===== src/rtl/graphics_pkg.sv =====
`default_nettype none
// ============================================================================
// graphics_pkg : frame-buffer geometry, coalescer states, nibble lane helpers
// Rev 1.0
// ============================================================================
package graphics_pkg;

    localparam int FB_WIDTH        = 640;
    localparam int FB_PIXELS       = 256000;
    localparam int PIXELS_PER_WORD = 4;

    typedef enum logic [2:0] {
        ST_IDLE      = 3'd0,
        ST_COLLECT   = 3'd1,
        ST_READ      = 3'd2,
        ST_READ_WAIT = 3'd3,
        ST_WRITE     = 3'd4
    } coal_state_t;

    function automatic logic [15:0] put_nibble(input logic [15:0] word,
                                               input logic [1:0]  lane,
                                               input logic [3:0]  nib);
        logic [15:0] r;
        r = word;
        r[{lane, 2'b00} +: 4] = nib;
        return r;
    endfunction

    // Lanes with their mask bit set keep the pending pixel, the rest come from RAM.
    function automatic logic [15:0] merge_lanes(input logic [3:0]  mask,
                                                input logic [15:0] pending,
                                                input logic [15:0] mem);
        logic [15:0] r;
        for (int i = 0; i < 4; i++) begin
            r[i*4 +: 4] = mask[i] ? pending[i*4 +: 4] : mem[i*4 +: 4];
        end
        return r;
    endfunction

endpackage
`default_nettype wire


===== src/rtl/pixel_write_fifo.sv =====
`default_nettype none
// ============================================================================
// pixel_write_fifo : synchronous FIFO for {address,data} pixel writes
// Rev 1.0
// ============================================================================
module pixel_write_fifo #(
    parameter int DEPTH = 4,
    parameter int WIDTH = 22
) (
    input  logic             clock_in,
    input  logic             reset_in,
    input  logic             push_in,
    input  logic [WIDTH-1:0] push_data_in,
    input  logic             pop_in,
    output logic [WIDTH-1:0] pop_data_out,
    output logic             full_out,
    output logic             empty_out
);

    localparam int AW = $clog2(DEPTH);
    localparam logic [AW:0] c_one = 1;

    logic [WIDTH-1:0] mem_q [DEPTH];
    logic [AW:0]      wr_ptr_q;
    logic [AW:0]      rd_ptr_q;
    logic             w_push;
    logic             w_pop;

    // Extra pointer MSB distinguishes full from empty when the indices match.
    assign empty_out    = (wr_ptr_q == rd_ptr_q);
    assign full_out     = (wr_ptr_q[AW] != rd_ptr_q[AW]) &&
                          (wr_ptr_q[AW-1:0] == rd_ptr_q[AW-1:0]);
    assign w_push       = push_in && !full_out;
    assign w_pop        = pop_in && !empty_out;
    assign pop_data_out = mem_q[rd_ptr_q[AW-1:0]];

    always_ff @(posedge clock_in) begin
        if (reset_in) begin
            wr_ptr_q <= '0;
            rd_ptr_q <= '0;
        end else begin
            if (w_push) wr_ptr_q <= wr_ptr_q + c_one;
            if (w_pop)  rd_ptr_q <= rd_ptr_q + c_one;
        end
    end

    always_ff @(posedge clock_in) begin
        if (w_push) mem_q[wr_ptr_q[AW-1:0]] <= push_data_in;
    end

endmodule
`default_nettype wire


===== src/rtl/framebuffer_write_coalescer.sv =====
`default_nettype none
// ============================================================================
// framebuffer_write_coalescer : merges 4-bit pixel writes into 16-bit RAM words
// Rev 1.0
// ============================================================================
module framebuffer_write_coalescer
    import graphics_pkg::coal_state_t, graphics_pkg::ST_IDLE, graphics_pkg::ST_COLLECT,
           graphics_pkg::ST_READ, graphics_pkg::ST_READ_WAIT, graphics_pkg::ST_WRITE,
           graphics_pkg::put_nibble, graphics_pkg::merge_lanes;
#(
    parameter int READ_LATENCY = 1,
    parameter int FIFO_DEPTH   = 4,
    parameter int FB_PIXELS    = graphics_pkg::FB_PIXELS
) (
    input  logic        clock_in,
    input  logic        reset_in,
    input  logic        enable_in,
    input  logic        flush_in,
    input  logic        pixel_write_enable_in,
    input  logic [17:0] pixel_write_address_in,
    input  logic [3:0]  pixel_write_data_in,
    output logic [15:0] mem_address_out,
    output logic        mem_read_enable_out,
    input  logic [15:0] mem_read_data_in,
    output logic        mem_write_enable_out,
    output logic [15:0] mem_write_data_out,
    output logic        busy_out,
    output logic        overflow_out
);

    localparam logic [1:0]  c_rl       = 2'(READ_LATENCY);
    localparam logic [18:0] c_fb_limit = 19'(FB_PIXELS);

    coal_state_t state_q;
    logic [15:0] word_addr_q;
    logic [15:0] data_q;
    logic [3:0]  mask_q;
    logic [1:0]  cnt_q;
    logic        hold_valid_q;
    logic [17:0] hold_addr_q;
    logic [3:0]  hold_data_q;
    logic [15:0] mem_addr_q;
    logic        mem_re_q;
    logic        mem_we_q;
    logic [15:0] mem_wdata_q;
    logic        overflow_q;

    logic        w_push_req;
    logic        w_fifo_full;
    logic        w_fifo_empty;
    logic        w_pop;
    logic [21:0] w_head;
    logic [17:0] w_head_addr;
    logic [3:0]  w_head_data;
    logic        w_head_ok;
    logic        w_same_word;
    logic [3:0]  w_head_bit;
    logic [15:0] w_col_data;
    logic [3:0]  w_col_mask;
    logic        w_hold_take;
    logic        w_close;

    assign w_push_req = enable_in && pixel_write_enable_in;

    pixel_write_fifo #(
        .DEPTH (FIFO_DEPTH),
        .WIDTH (22)
    ) u_fifo (
        .clock_in     (clock_in),
        .reset_in     (reset_in),
        .push_in      (w_push_req),
        .push_data_in ({pixel_write_address_in, pixel_write_data_in}),
        .pop_in       (w_pop),
        .pop_data_out (w_head),
        .full_out     (w_fifo_full),
        .empty_out    (w_fifo_empty)
    );

    assign w_head_addr = w_head[21:4];
    assign w_head_data = w_head[3:0];
    assign w_head_ok   = !w_fifo_empty && ({1'b0, w_head_addr} < c_fb_limit);
    assign w_same_word = (w_head_addr[17:2] == word_addr_q);
    assign w_head_bit  = 4'b0001 << w_head_addr[1:0];

    // Out-of-range heads are popped too, which is how they get discarded.
    assign w_pop = !w_fifo_empty && (state_q == ST_IDLE || state_q == ST_COLLECT);

    always_comb begin
        w_col_data  = data_q;
        w_col_mask  = mask_q;
        w_hold_take = 1'b0;
        if (w_head_ok && w_same_word) begin
            w_col_data = put_nibble(data_q, w_head_addr[1:0], w_head_data);
            w_col_mask = mask_q | w_head_bit;
        end
        if (w_head_ok && !w_same_word) begin
            w_hold_take = 1'b1;
        end
        w_close = w_hold_take || flush_in || (!enable_in && w_fifo_empty);
    end

    always_ff @(posedge clock_in) begin
        if (reset_in) begin
            state_q      <= ST_IDLE;
            word_addr_q  <= '0;
            data_q       <= '0;
            mask_q       <= '0;
            cnt_q        <= '0;
            hold_valid_q <= 1'b0;
            hold_addr_q  <= '0;
            hold_data_q  <= '0;
            mem_addr_q   <= '0;
            mem_re_q     <= 1'b0;
            mem_we_q     <= 1'b0;
            mem_wdata_q  <= '0;
            overflow_q   <= 1'b0;
        end else begin
            mem_re_q <= 1'b0;
            mem_we_q <= 1'b0;
            if (w_push_req && w_fifo_full) overflow_q <= 1'b1;

            case (state_q)
                ST_IDLE: begin
                    if (w_head_ok) begin
                        word_addr_q <= w_head_addr[17:2];
                        data_q      <= put_nibble(16'h0000, w_head_addr[1:0], w_head_data);
                        mask_q      <= w_head_bit;
                        state_q     <= ST_COLLECT;
                    end
                end
                ST_COLLECT: begin
                    data_q <= w_col_data;
                    mask_q <= w_col_mask;
                    if (w_hold_take) begin
                        hold_valid_q <= 1'b1;
                        hold_addr_q  <= w_head_addr;
                        hold_data_q  <= w_head_data;
                    end
                    if (w_close) begin
                        mem_addr_q <= word_addr_q;
                        if (w_col_mask == 4'hF) begin
                            mem_we_q    <= 1'b1;
                            mem_wdata_q <= w_col_data;
                            state_q     <= ST_WRITE;
                        end else begin
                            mem_re_q <= 1'b1;
                            state_q  <= ST_READ;
                        end
                    end
                end
                ST_READ: begin
                    cnt_q   <= 2'd1;
                    state_q <= ST_READ_WAIT;
                end
                ST_READ_WAIT: begin
                    if (cnt_q == c_rl) begin
                        mem_we_q    <= 1'b1;
                        mem_wdata_q <= merge_lanes(mask_q, data_q, mem_read_data_in);
                        state_q     <= ST_WRITE;
                    end else begin
                        cnt_q <= cnt_q + 2'd1;
                    end
                end
                ST_WRITE: begin
                    if (hold_valid_q) begin
                        word_addr_q  <= hold_addr_q[17:2];
                        data_q       <= put_nibble(16'h0000, hold_addr_q[1:0], hold_data_q);
                        mask_q       <= 4'b0001 << hold_addr_q[1:0];
                        hold_valid_q <= 1'b0;
                        state_q      <= ST_COLLECT;
                    end else begin
                        mask_q  <= 4'h0;
                        state_q <= ST_IDLE;
                    end
                end
                default: state_q <= ST_IDLE;
            endcase
        end
    end

    assign mem_address_out      = mem_addr_q;
    assign mem_read_enable_out  = mem_re_q;
    assign mem_write_enable_out = mem_we_q;
    assign mem_write_data_out   = mem_wdata_q;
    assign overflow_out         = overflow_q;
    assign busy_out             = !w_fifo_empty || (mask_q != 4'h0) ||
                                  (state_q != ST_IDLE) || hold_valid_q;

endmodule
`default_nettype wire

===== config.mk =====
export PLATFORM = sky130hd
export DESIGN_NAME = framebuffer_write_coalescer
export DESIGN_NICKNAME = d
export VERILOG_FILES = /design/src/rtl/graphics_pkg.sv /design/src/rtl/pixel_write_fifo.sv /design/src/rtl/framebuffer_write_coalescer.sv
export SDC_FILE = /design/constraint.sdc
export NUM_CORES = 1
export LEC_CHECK = 0
export ABC_CLOCK_PERIOD_IN_PS = 3300
export BUFFER_PORTS_ARGS = -buffer_cell sky130_fd_sc_hd__buf_2
export CAP_MARGIN = 20
export CORE_MARGIN = 2
export CORE_UTILIZATION = 50
export DETAILED_ROUTE_END_ITERATION = 12
export GPL_TIMING_DRIVEN = 1
export PLACE_DENSITY = 0.69
export REMOVE_ABC_BUFFERS = 1
export SLEW_MARGIN = 20
export SYNTH_ARGS = -nofsm -noshare
export SYNTH_HDL_FRONTEND = slang
export SYNTH_SLANG_ARGS = --single-unit

===== constraint.sdc =====
create_clock -name clock_in -period 3.3 [get_ports clock_in]
set_input_delay 0.66 -clock clock_in [delete_from_list [all_inputs] [get_ports clock_in]]
set_output_delay 0.66 -clock clock_in [all_outputs]
set_load 0.01 [all_outputs]

==> metrics.md <==
| Metric | Value |
|---|---|
| Status | `completed` |
| Clock slew at reported path FFs | `80 ps` |
| Period utilisation layout | `93.1%` |
| Insertion delay to the later sink of the worst-skew pair | `430 ps` |
| Detailed-route wire length per cell | `18.0 um` |
| Number of antenna violations at the first check in global routing | `1` |
| Areal power density over the cells | `803 nW/um2` |
| Top flip-flop cell by instance count after synthesis | `sky130_fd_sc_hd__dfxtp_1` |
| Cell-by-cell trace of the critical path | `buf_4 > mux4_2 > xnor2_1 > nand4_1 > nor4_4 > buf_4 > nand4_1 > o21ai_0 > o221ai_1 > mux2i_1` |
| Total detailed-routing wirelength | `18.8 mm` |
| Area of all placed cells without fillers | `9940 um2` |
| Fin nets | `870` |
| Cell-internal power | `5020 uW` |
| Initial core utilization | `50.7%` |
| Number of global-route vias before repair | `5861` |
| Portion of total power attributed to sequential cells | `39.6%` |
| Initial DRC count | `449` |
| CP required | `3660 ps` |
| Power share of the combinational group | `35.6%` |
| Critical path's largest stage delay | `580 ps` |
| Maximum buffer depth of the clock tree | `2` |
| Hold Buf Count CTS | `0` |
| Unique cell type count in the Yosys netlist | `54` |
| Wire length of the first global-routing pass | `30.5 mm` |
| Tmin final | `3070 ps` |
| Worst vdd ir | `0.448 mV` |
| Post-synthesis register bit count | `195` |
| RSZ-0062 raised after global routing | `no` |
| # H-tree levels | `4` |
| Sequential element share of the synthesized area | `54.9%` |
| Die Width | `136 um` |
| Count of clock tree sinks | `195` |
| Global route total overflow | `0` |
| TritonCTS Buffers | `17` |
| Share of total power consumed by net switching | `37.1%` |
| TritonCTS clock tree | `built` |
| Slowest cell on the critical path | `sky130_fd_sc_hd__mux4_2` |
| Timing-limited maximum frequency | `326 MHz` |
| # rows | `48` |
| Cell count after synthesis | `737` |
| Switching power of the nets | `2960 uW` |
| DRC violation count after routing | `0` |
| Slew at the pin closest to its max-slew limit | `877 ps` |
| Worst min-delay path class | `input port to flop` |
| Fraction of final layout cells with drive strength greater than 1 | `20.2%` |
| Capturing element type of the critical path | `flop` |
| Ys async rst share | `0%` |
| Layout area overhead | `14.1%` |
| Startpoint Class | `flop` |
| Count of yosys warnings during synthesis | `0` |
| Pin count of the biggest net entering global routing | `90` |
| Height of the die | `136 um` |
| Portion of total power attributed to the clock network | `24.8%` |
| Placeable core region | `17200 um2` |
| Number of vias per cell after detailed routing | `5.78` |
| FILL cells | `1411` |
| Total half-perimeter wirelength after legalization and detailed placement | `13.1 mm` |
| Max_slew headroom | `41.5%` |
| Number of buffers inserted by port buffering | `78` |
| Synthesized area divided by synthesized cell count | `11.8 um2` |
| Flop2flop setup slack | `230 ps` |
| Detailed-routing iteration count for the pre-antenna-repair pass | `5` |
| Number of buffers and inverters on the critical path | `2` |
| Total Negative Setup Slacks | `0 ps` |
| Final Hold Viols | `0` |
| Detailed-route via count | `6044` |
| Clk_skew | `10.3 ps` |
| Post-CTS Resized | `0` |
| Type of the worst setup path | `flop to flop` |
| Cell area reported after detailed placement | `9380 um2` |
| Residual antenna-violating net count after detailed routing | `0` |
| Global placement routability congestion | `0.908` |
| Number of enable-type register cells in the synthesized netlist | `88` |
| Combined global-route utilization of all metal layers | `21.2%` |
| Worst-case hold slack | `439 ps` |
| Final max-slew violation count | `0` |
| Buffers inserted during post-CTS setup optimization | `0` |
| Setup violators final | `0` |
| Worst setup margin | `229 ps` |
| Total Die Area | `18500 um2` |
| Data arrival time of the critical path | `3430 ps` |
| Number of primary I/O pins | `79` |
| Crit path max-delay family | `simple AND/OR/NAND/NOR gates` |
| Root buffer cell | `sky130_fd_sc_hd__clkbuf_16` |
| Area of the mapped netlist | `8710 um2` |
| Maximum Capacitance Violations | `0` |
| Largest driver fanout on the critical path | `9` |
| Diode count | `0` |
| Worst slack at placement | `241 ps` |
| Leakage | `0.00363 uW` |
## state kept, by name, indices dropped and copies added (netlist names), named ones only
signal,flops
hold_addr_q,18
state_q,3
cnt_q,2
overflow_out,1
mask_q,4
mem_read_enable_out,1
word_addr_q,16
u_fifo.mem_q,88
u_fifo.wr_ptr_q,3
mem_write_data_out,16
hold_valid_q,1
data_q,16
mem_address_out,16
hold_data_q,4
mem_write_enable_out,1
u_fifo.rd_ptr_q,3
## Yosys cell counts, types with 2 or more instances
library cell                number  area [um2]
sky130_fd_sc_hd__nor2_1        112         420
sky130_fd_sc_hd__dfxtp_1       107        2140
sky130_fd_sc_hd__edfxtp_1       88        2640
sky130_fd_sc_hd__mux2i_1        75         751
sky130_fd_sc_hd__clkbuf_1       26        97.6
sky130_fd_sc_hd__nand2_1        26        97.6
sky130_fd_sc_hd__nor3_1         25         125
sky130_fd_sc_hd__mux4_2         22         495
sky130_fd_sc_hd__a21oi_1        20         100
sky130_fd_sc_hd__nand2b_1       20         125
sky130_fd_sc_hd__xnor2_1        20         175
sky130_fd_sc_hd__ha_1           19         238
sky130_fd_sc_hd__a32oi_1        18         158
sky130_fd_sc_hd__a211oi_1       17         128
sky130_fd_sc_hd__inv_1          14        52.6
sky130_fd_sc_hd__o221ai_1       12         105
sky130_fd_sc_hd__and2_1          9        56.3
sky130_fd_sc_hd__buf_1           8        30.0
sky130_fd_sc_hd__nand4_1         8        50.1
sky130_fd_sc_hd__o2bb2ai_1       8        70.1
sky130_fd_sc_hd__a311oi_1        7        61.3
sky130_fd_sc_hd__a31oi_1         6        37.5
sky130_fd_sc_hd__nand3_1         6        30.0
sky130_fd_sc_hd__a21o_1          5        37.5
sky130_fd_sc_hd__buf_2           5        25.0
sky130_fd_sc_hd__o21ai_0         5        25.0
sky130_fd_sc_hd__a22o_1          4        35.0
sky130_fd_sc_hd__mux2_2          4        45.0
sky130_fd_sc_hd__buf_4           3        22.5
sky130_fd_sc_hd__buf_6           3        33.8
sky130_fd_sc_hd__nor4_1          3        18.8
sky130_fd_sc_hd__o21ai_1         3        15.0
sky130_fd_sc_hd__o31ai_1         3        22.5
sky130_fd_sc_hd__a32o_1          2        20.0
sky130_fd_sc_hd__nand3b_1        2        15.0
sky130_fd_sc_hd__nor3b_2         2        25.0
sky130_fd_sc_hd__o21a_1          2        15.0
sky130_fd_sc_hd__xor2_1          2        17.5
## routing by layer
metal,global-route usage [%],routed length (um)
met1,28.6,8700
met2,34.5,9050
met3,4.06,783
met4,7.35,288
met5,0,13
## power by group through the flow
stage | logic, uW | clock network (uW) | registers [uW]
detailed placement | 2820 | 0 | 3210
finish | 2840 | 1980 | 3160
global route | 3140 | 2120 | 3190
floorplan | 2010 | 0 | 3180
global placement | 2740 | 0 | 3200
CTS | 2840 | 2020 | 3160
## path summary, 6_finish.rpt
check | startpoint | to | cells past startpoint
worst max-delay path | flop | mem_write_data_out[14] | 10
worst min-delay path | pixel_write_address_in[2] | u_fifo.mem_q[1][6] | 1
worst max register to register | flop | mem_write_data_out[14] | 10
worst min register to register | overflow_out | overflow_out | 2
## final cells by class
class                           count  area [um2]  share of cell area [%]
Sequential cell                   195        4780                    48.1
Multi-Input combinational cell    481        3680                    37.1
Timing Repair Buffer               98         568                    5.72
Clock buffer                       18         429                    4.32
Tap cell                          225         282                    2.83
Clock inverter                     14         135                    1.36
Inverter                           15        56.3                   0.566
## worst register-to-register path: cells and delay by family (launching register included)
family	cells	cell delay (ps)
AOI/OAI and AO/OA	2	480
muxes	2	750
and+or+nand+nor	3	760
buffers and inverters	2	470
xor gates and xnor gates	1	170
DFF	1	380
## cells by family (layout without fill, tap and decap cells)
| kind of cell | count (synthesis) | after routing | share of synthesized area, % |
|---|---|---|---|
| compound gates | 118 | 118 | 10.2 |
| xor+xnor | 23 | 23 | 2.40 |
| fa+ha+maj | 19 | 19 | 2.73 |
| buf+inv | 61 | 145 | 3.10 |
| flops | 195 | 195 | 54.9 |
| mux | 101 | 101 | 14.8 |
| simple gates | 220 | 220 | 11.9 |
## cells in the final DEF (no fill, tap or decap), drive strengths merged, types with 9 or more instances in the layout
master    n
a211oi   18
a21oi    20
a32oi    18
and2      9
buf      98
clkbuf   18
dfxtp   107
edfxtp   88
ha       19
inv      25
mux2i    75
mux4     22
nand2    26
nand2b   20
nor2    112
nor3     26
o221ai   12
xnor2    21
## per-stage QoR
stage	power, uW	utilization, %	std cells
after floorplan	5190	-	691
after global placement	5940	54.6	1014
after detailed placement	6030	54.6	1014
after CTS	8020	57.9	1046
after global routing	8450	57.9	1046
final	7980	57.9	1046
No activity file was read; power rests on OpenSTA's default activity.
